<file path="src/rtl/cell_color_pipe.sv">
// cell_color_pipe: maps a cell-state word to a pixel colour through a writable 8-entry palette.
// Latency 2 cycles (class register, then colour register); 1 pixel/cycle; no backpressure (free-running video).
// Optional blink feature: define CELL_COLOR_BLINK_EN to enable the frame_tick driven blink counter.
// Ports: clk/rst (sync, active-high); pix_valid/state/inpos pixel input; frame_tick frame pulse;
//        pal_we/pal_addr/pal_data palette write port; rgb/rgb_valid pixel output; blink_phase current phase.
module cell_color_pipe #(
  parameter int STATE_W    = 10,
  parameter int COLOR_W    = 8,
  parameter int BLINK_DIV  = 30,
  parameter int FLAG_BIT   = 4,
  parameter int EARTH_BIT  = 5,
  parameter int UNLOCK_BIT = 6,
  parameter int LOCK_BIT   = 7
) (
  input  logic                 clk,
  input  logic                 rst,
  input  logic                 pix_valid,
  input  logic [STATE_W-1:0]   state,
  input  logic                 inpos,
  input  logic                 frame_tick,
  input  logic                 pal_we,
  input  logic [2:0]           pal_addr,
  input  logic [3*COLOR_W-1:0] pal_data,
  output logic [3*COLOR_W-1:0] rgb,
  output logic                 rgb_valid,
  output logic                 blink_phase
);

  localparam int PW = 3*COLOR_W;

  // Reset palette: 8-bit-per-channel defaults, keeping the COLOR_W MSBs of each channel.
  function automatic logic [PW-1:0] pal_default(input logic [2:0] idx);
    logic [23:0] c;
    c = 24'h000000;
    case (idx)
      3'd0:    c = 24'hFF0000;
      3'd1:    c = 24'hB8860B;
      3'd2:    c = 24'h0000FF;
      3'd3:    c = 24'hC000C0;
      3'd4:    c = 24'h0000FF;
      3'd5:    c = 24'hFFFF00;
      default: c = 24'h000000;
    endcase
    return {c[23 -: COLOR_W], c[15 -: COLOR_W], c[7 -: COLOR_W]};
  endfunction

  logic [PW-1:0] pal [8];
  logic [2:0]    cls_d;
  logic [2:0]    s1_cls;
  logic          s1_inpos;
  logic          s1_vld;
  logic [2:0]    sel;

  // Only the four flag bits matter; the rest of the state word is intentionally ignored.
  logic unused_inputs;
  assign unused_inputs = ^{state, frame_tick};

  // Class priority: flag > earth > unlocked > locked > none.
  always_comb begin
    cls_d = 3'd4;
    if (state[FLAG_BIT])        cls_d = 3'd0;
    else if (state[EARTH_BIT])  cls_d = 3'd1;
    else if (state[UNLOCK_BIT]) cls_d = 3'd2;
    else if (state[LOCK_BIT])   cls_d = 3'd3;
  end

  // Stage 1: only the valid bit needs reset; class/inpos are qualified by it.
  always_ff @(posedge clk) begin
    if (rst) s1_vld <= 1'b0;
    else     s1_vld <= pix_valid;
    s1_cls   <= cls_d;
    s1_inpos <= inpos;
  end

  // Cursor overrides everything; blink only recolours flag cells.
  always_comb begin
    sel = s1_cls;
    if (s1_inpos)                             sel = 3'd5;
    else if (s1_cls == 3'd0 && blink_phase)   sel = 3'd6;
  end

  // Stage 2 reads the palette before this edge's write lands, so a same-cycle
  // write to the selected entry yields the old colour.
  always_ff @(posedge clk) begin
    if (rst) begin
      rgb       <= '0;
      rgb_valid <= 1'b0;
    end else begin
      rgb_valid <= s1_vld;
      rgb       <= s1_vld ? pal[sel] : '0;
    end
  end

  always_ff @(posedge clk) begin
    if (rst) begin
      for (int i = 0; i < 8; i++) pal[i] <= pal_default(3'(i));
    end else if (pal_we) begin
      pal[pal_addr] <= pal_data;
    end
  end

`ifdef CELL_COLOR_BLINK_EN
  localparam int CNT_W = (BLINK_DIV > 1) ? $clog2(BLINK_DIV) : 1;
  logic [CNT_W-1:0] blink_cnt;

  // Phase toggles on the same edge that wraps the counter.
  always_ff @(posedge clk) begin
    if (rst) begin
      blink_cnt   <= '0;
      blink_phase <= 1'b0;
    end else if (frame_tick) begin
      if (blink_cnt == CNT_W'(BLINK_DIV-1)) begin
        blink_cnt   <= '0;
        blink_phase <= ~blink_phase;
      end else begin
        blink_cnt <= blink_cnt + 1'b1;
      end
    end
  end
`else
  assign blink_phase = 1'b0;
`endif

endmodule

</file>
<file path="config.mk">
export PLATFORM = sky130hd
export DESIGN_NAME = cell_color_pipe
export DESIGN_NICKNAME = d
export VERILOG_FILES = /design/src/rtl/cell_color_pipe.sv
export SDC_FILE = /design/constraint.sdc
export NUM_CORES = 1
export LEC_CHECK = 0
export CAP_MARGIN = 5
export CORE_MARGIN = 10
export CORE_UTILIZATION = 65
export CTS_BUF_LIST = sky130_fd_sc_hd__clkbuf_2
export DETAILED_ROUTE_END_ITERATION = 16
export PLACE_DENSITY = 0.87
export SETUP_SLACK_MARGIN = 0.15
export SLEW_MARGIN = 20
export SYNTH_ARGS = -nofsm -noshare
export SYNTH_HDL_FRONTEND = slang
export SYNTH_SLANG_ARGS = --single-unit
</file>
<file path="constraint.sdc">
create_clock -name clk -period 5.5 [get_ports clk]
set_input_delay 0.825 -clock clk [delete_from_list [all_inputs] [get_ports clk]]
set_output_delay 0.825 -clock clk [all_outputs]
set_load 0.02 [all_outputs]
</file>
* After elaboration in Yosys (flattened, before gate mapping)
Memory sizes are Yosys's and may differ from the RTL's. A register that Yosys moved wholly into a read port is not among the register bits.
Index checks and enable logic that the tools add are counted.
Widths: inputs -> output; s select.
** Word-level totals
- Bits in registers :: 6
- RAM bits :: 192
- Bits of input ports :: 43
- Output and inout bits :: 26
- Logic and storage cells :: 30
- Memories :: 1
** Memory list
- pal :: words 8, width 24, rd ports 1, clocked after memory_dff 1, wr ports 8, RTL line 47 : logic [PW-1:0] pal [8];
** Operators by class
- Mux-type cells :: 18
- Bitwise logic cells :: 1
- Reduce and logical (&&, ||, !) cells :: 4
** Operator list (count)
- $mux 24 :: 7
- $reduce_or 24->1 :: 1
- $mux 3 :: 3
- $mux 1 :: 7
- $reduce_or 2->1 :: 2
- $reduce_or 3->1 :: 1
- $mux 2 :: 1
- $not 1->1 :: 1

* Longest topological paths before layout
- Depth after elaboration :: 5
- Mapped depth :: 6
- Mapped depth without buffers :: 3

* Least setup slack after synthesis
No wires, ideal clock.
- Kind :: input to register
- From :: input port pal_addr[0]
- To :: memory pal[0][0] (netlist name), enable pin
- Setup time :: 0.358 ns
- Data arrival time :: 2.094 ns
- Required time :: 5.142 ns
- Path slack :: 3.048 ns
- Stages on the path :: 4
- Buffers on the path :: 1
- Cell sequence :: or3b_4 > nor3_4 > clkbuf_1 > or2_2
** RTL lines
- from (decl) :: RTL line 22 : input logic [2:0] pal_addr,
- to (decl) :: RTL line 47

==> results <==
- The number of buffers inserted during clock tree synthesis is 52.
- The setup TNS is 0 ns.
- The clock tree from TritonCTS is yes.
- The count of buffering cells on the critical path with inverters included is 1.
- IR analysis of the VDD net gives a maximum drop of between 0.00015 and 0.0002 V.
- The logic depth of the worst path, buffers included is 4.
- Summed over its instances, the top area cell type makes up 59.72% of the synthesized netlist area.
- The clock period could shrink to 3.161 ns.
- The total core area is 0.01453 mm^2.
- The post-detailed-route via-to-cell ratio is a little over 6.
- The setup path with the least slack is of type in -> reg.
- For this run, the number of Yosys warnings is 0.
- Detailed placement finished with a half-perimeter wire length of 13500 um.
- In this run switching power makes up 25.40% of total power.
- Dividing the detail-routed wire length by the instance count gives 23.35 um.
- The clock slew seen by the registers of the worst setup and hold paths is ~0.10 ns.
- For this design, the slowest cell found on the critical path is sky130_fd_sc_hd__nor2_1.
- Summed over all cells, the static leakage comes to ~3.7 nW.
- The largest net degree at the start of global routing is 52.
- In this run the register-to-register setup slack is between 2 and 3 ns.
- The post-synth net total is 739.
- The average cell area after synthesis is 13.87 um^2.
- Routability-driven placement finished with a final weighted congestion of 0.7787.
- The antenna diode count is 0.
- The width of the die is 141.9 um.
- The detail route stage leaves a number of antenna-violating nets equal to 0.
- The reported net switching power is between 0.8 and 0.9 mW.
- For the worst flop-to-flop path, the logic depth is 5.
- The class of the worst hold path is in -> reg.
- Post-CTS timing repair inserted 0 buffers for setup.
- Of the total power, combinational logic draws between 8 and 9%.
- The cell family contributing the most delay on the critical path is simple AND/OR/NAND/NOR gates.
- The initial antenna violation count is 0.
- The wire length after detailed routing is between 20000 and 25000 um.
- Data arrives at the worst endpoint at 3.58 ns.
- The initial standard-cell utilization of the core is approximately two thirds.
- The flip-flop and latch count after synthesis is 222.
- The quantity of hold-fixing buffers added after cts is 0.
- The area growth from synthesis to layout is 11.56%.
- In the synthesized netlist, the cells that appear most often are sky130_fd_sc_hd__edfxtp_1 (192), sky130_fd_sc_hd__and2_1 (139), sky130_fd_sc_hd__mux2_2 (48), sky130_fd_sc_hd__or3_1 (37), sky130_fd_sc_hd__dfxtp_1 (30).
- The maximum fanout encountered on the critical timing path is 26.
- The power share of the sequential group is 59.3%.
- After synthesis, the share of flip-flops with an asynchronous set or reset is 0%.
- In the finished design, the share of the clock period the worst path needs comes to between 50 and 60%.
- Setup violations remaining at the end of the flow were counted as 0.
- The slew at the pin closest to its max-slew limit is 1.170 ns.
- The count of placed standard cells in the final layout, fillers left out is 992.
- Post-CTS repair changed the size of 0 cells.
- The final clock skew is 0.04491 ns.
- The number of standard-cell rows in the floorplan is 44.
- The floorplan die area is a little over 0.02 mm^2.
- The total number of clock tree sinks is 222.
- The iteration-0 DRC count of the detailed router is 708.
- The worst register-to-register path ends at rgb[9]$_SDFF_PP0_.
- The netlist area before placement is 0.009654 mm^2.
- CTS placed an instance of sky130_fd_sc_hd__clkbuf_2 at the clock tree root.
- The completed layout was analyzed and its total power is roughly 3.3 mW.
- The final max-slew violation count came to 0.
- Setup repair after global routing left no endpoint under its margin.
- The share of the Yosys chip area taken by registers is between 60% and 70%.
- Including well taps, the total number of placed cells is 896.
- The pre-antenna-repair detailed-routing pass consisted of 6 iterations.
- Yosys mapped the design onto 34 distinct sky130hd cell types.
- The most frequently used cell type in the post-synthesis netlist is sky130_fd_sc_hd__edfxtp_1.
- The critical path ends at pal[5][4]$_SDFFCE_PN0P_.
- The detailed-route via count is 6170.
- The number of hold violations in the final report is 0.
- The clock network latency to the later pin of the worst-skew pair is 0.82 ns.
- Global routing finished with a remaining overflow of 0.
- The required time of the critical path is 5.92 ns.
- The global-route wire length before repair is 35190 um.
- The number of buffer cells added on primary ports is 60.
- Cell internal power was estimated by the tool at 2.456 mW.
- The depth of the worst hold-timing path is 1.
- The proportion of layout cells with a drive suffix above 1 is 19.06%.
- In this run the number of H-tree levels came out at 2.
- The source of the critical timing path is pal_addr[2].
- The number of DRC violations after detailed routing is 0.
- The power density over the cells is 305.7 mW/mm^2.
- The number of global-route vias before repair is 6407.
- The maximum buffer depth of the clock tree is 3.
- The worst setup path is captured at a flip-flop.
- The clock network burns between 30 and 40% of the power.
- The flow ran to the end, and the final reports show no timing, DRC or antenna violations.
- For this run, the post-layout net count is 809.
- The category of the worst setup path launch point is an input pin.
- The most common flop cell mapped by yosys is sky130_fd_sc_hd__edfxtp_1.
- Sorting the synthesized cells by area gives the leading types as sky130_fd_sc_hd__edfxtp_1 (60%), sky130_fd_sc_hd__and2_1 (9.0%), sky130_fd_sc_hd__dfxtp_1 (6.2%).
- For this design the top-level I/O count stands at slightly below 70.
- The normalized max-slew margin is approximately 22%.
- Counting flops with a built-in enable in the synthesized netlist gives about 190.
- The die boundary height is about 140 um.
- Across the run, the number of max-cap violations was 0.
- Traced cell by cell, the critical path runs through clkdlybuf4s50_1, nand2b_1, nor2_1, or2_2.
- The startpoint of the most critical register-to-register path is s1_cls[0]$_SDFF_PP0_.
- The cell type with the largest total area after synthesis is sky130_fd_sc_hd__edfxtp_1.
- The largest stage delay on the critical path is ~0.74 ns.
- Global routing used 22.88% of the available tracks across all layers.
- The fmax is 316.4 MHz.
- The gate count after technology mapping is about 700.
- The number of fillers in the final layout is ~900.
## kinds of logic (layout without fill, tap and decap cells)
family / count (synthesis) / after routing / share of synthesized area (%)
other: 1 / 1 / 0.03884
buffers and inverters: 56 / 168 / 3.007
AND/OR/NAND/NOR: 248 / 248 / 15.67
flip-flops: 222 / 222 / 65.94
AO/OA/AOI/OAI: 97 / 97 / 7.258
multiplexers: 72 / 72 / 8.087
## stage by stage
step                      util (%)  hold WS [ns]  worst slack (ns)  area (um^2)
after detailed placement     70.75        0.5434             1.641        10280
after global routing         74.10        0.4110             2.306        10770
final                        74.10        0.4775             2.339        10770
after floorplan                  -        0.5168             3.048         9654
after global placement       70.75        0.5381             1.766        10280
after CTS                    74.07        0.4301             2.524        10770
## how the worst min path moves through the flow
stage / startpoint / endpoint / slack (ns)
finish: inpos / s1_inpos$_DFF_P_ / 0.48
global placement: pal[5][5]$_SDFFCE_PN0P_ / rgb[5]$_SDFF_PP0_ / 0.54
CTS: inpos / s1_inpos$_DFF_P_ / 0.43
global route: inpos / s1_inpos$_DFF_P_ / 0.41
floorplan: pal[5][10]$_SDFFCE_PN1P_ / rgb[10]$_SDFF_PP0_ / 0.52
detailed placement: pal[5][17]$_SDFFCE_PN1P_ / rgb[17]$_SDFF_PP0_ / 0.54
## layer usage
| metal | vias to the layer above | part of all wire (%) | track usage (%) |
|---|---|---|---|
| met5 | - | 0 | 0 |
| met4 | 0 | 2.4 | 9.898 |
| met3 | 51 | 8.7 | 4.773 |
| met2 | 349 | 51 | 38.24 |
| met1 | 3025 | 38 | 28.19 |
| li1 | 2745 | - | - |
## power groups by stage
stage,Clock [mW],Sequential (mW),Combinational (mW)
2_1_floorplan,0,1.99,0.166
5_1_grt,1.15,1.96,0.303
6_report,1.05,1.95,0.286
4_1_cts,1.06,1.95,0.283
3_5_place_dp,0,1.99,0.282
3_3_place_gp,0,1.98,0.271
## worst reg2reg max path, delay by kind of cell, from the launching register on
| kind | cells | cell delay (ns) |
|---|---|---|
| buf+inv | 2 | 0.91 |
| compound gates | 2 | 0.59 |
| flops | 1 | 0.33 |
| simple gates | 1 | 0.82 |
## cells in the final DEF (no fill, tap or decap), types with 2 or more instances in the layout
master	instances
sky130_fd_sc_hd__mux2_2	48
sky130_fd_sc_hd__nand2_1	25
sky130_fd_sc_hd__clkdlybuf4s50_1	60
sky130_fd_sc_hd__dfxtp_2	2
sky130_fd_sc_hd__o22ai_1	24
sky130_fd_sc_hd__dfxtp_1	28
sky130_fd_sc_hd__inv_1	2
sky130_fd_sc_hd__nand2b_1	21
sky130_fd_sc_hd__mux2i_1	24
sky130_fd_sc_hd__clkinv_1	18
sky130_fd_sc_hd__or2_2	8
sky130_fd_sc_hd__o21ai_0	24
sky130_fd_sc_hd__nor2_1	5
sky130_fd_sc_hd__nor2b_1	2
sky130_fd_sc_hd__buf_4	10
sky130_fd_sc_hd__and2_1	139
sky130_fd_sc_hd__clkbuf_2	76
sky130_fd_sc_hd__a221o_1	24
sky130_fd_sc_hd__edfxtp_1	192
sky130_fd_sc_hd__or3_1	37
sky130_fd_sc_hd__nor2_4	3
sky130_fd_sc_hd__a211oi_1	23
## registers in the layout, indices dropped and copies added, names as in the netlist
register	cells
pal	192
rgb	24
s1_cls	3
rgb_valid	1
s1_inpos	1
s1_vld	1
## layout make-up
cell class	count	area (um^2)	area share [%]
flip-flops and latches	222	6369	59.13
multi-input cells	418	3005	27.90
repair buffers	70	675.6	6.273
clock buffers	76	380.4	3.532
well taps	184	230.2	2.138
clock inverters	20	102.6	0.9526
inverters	2	7.507	0.06970
No activity file was read; power rests on OpenSTA's default activity.
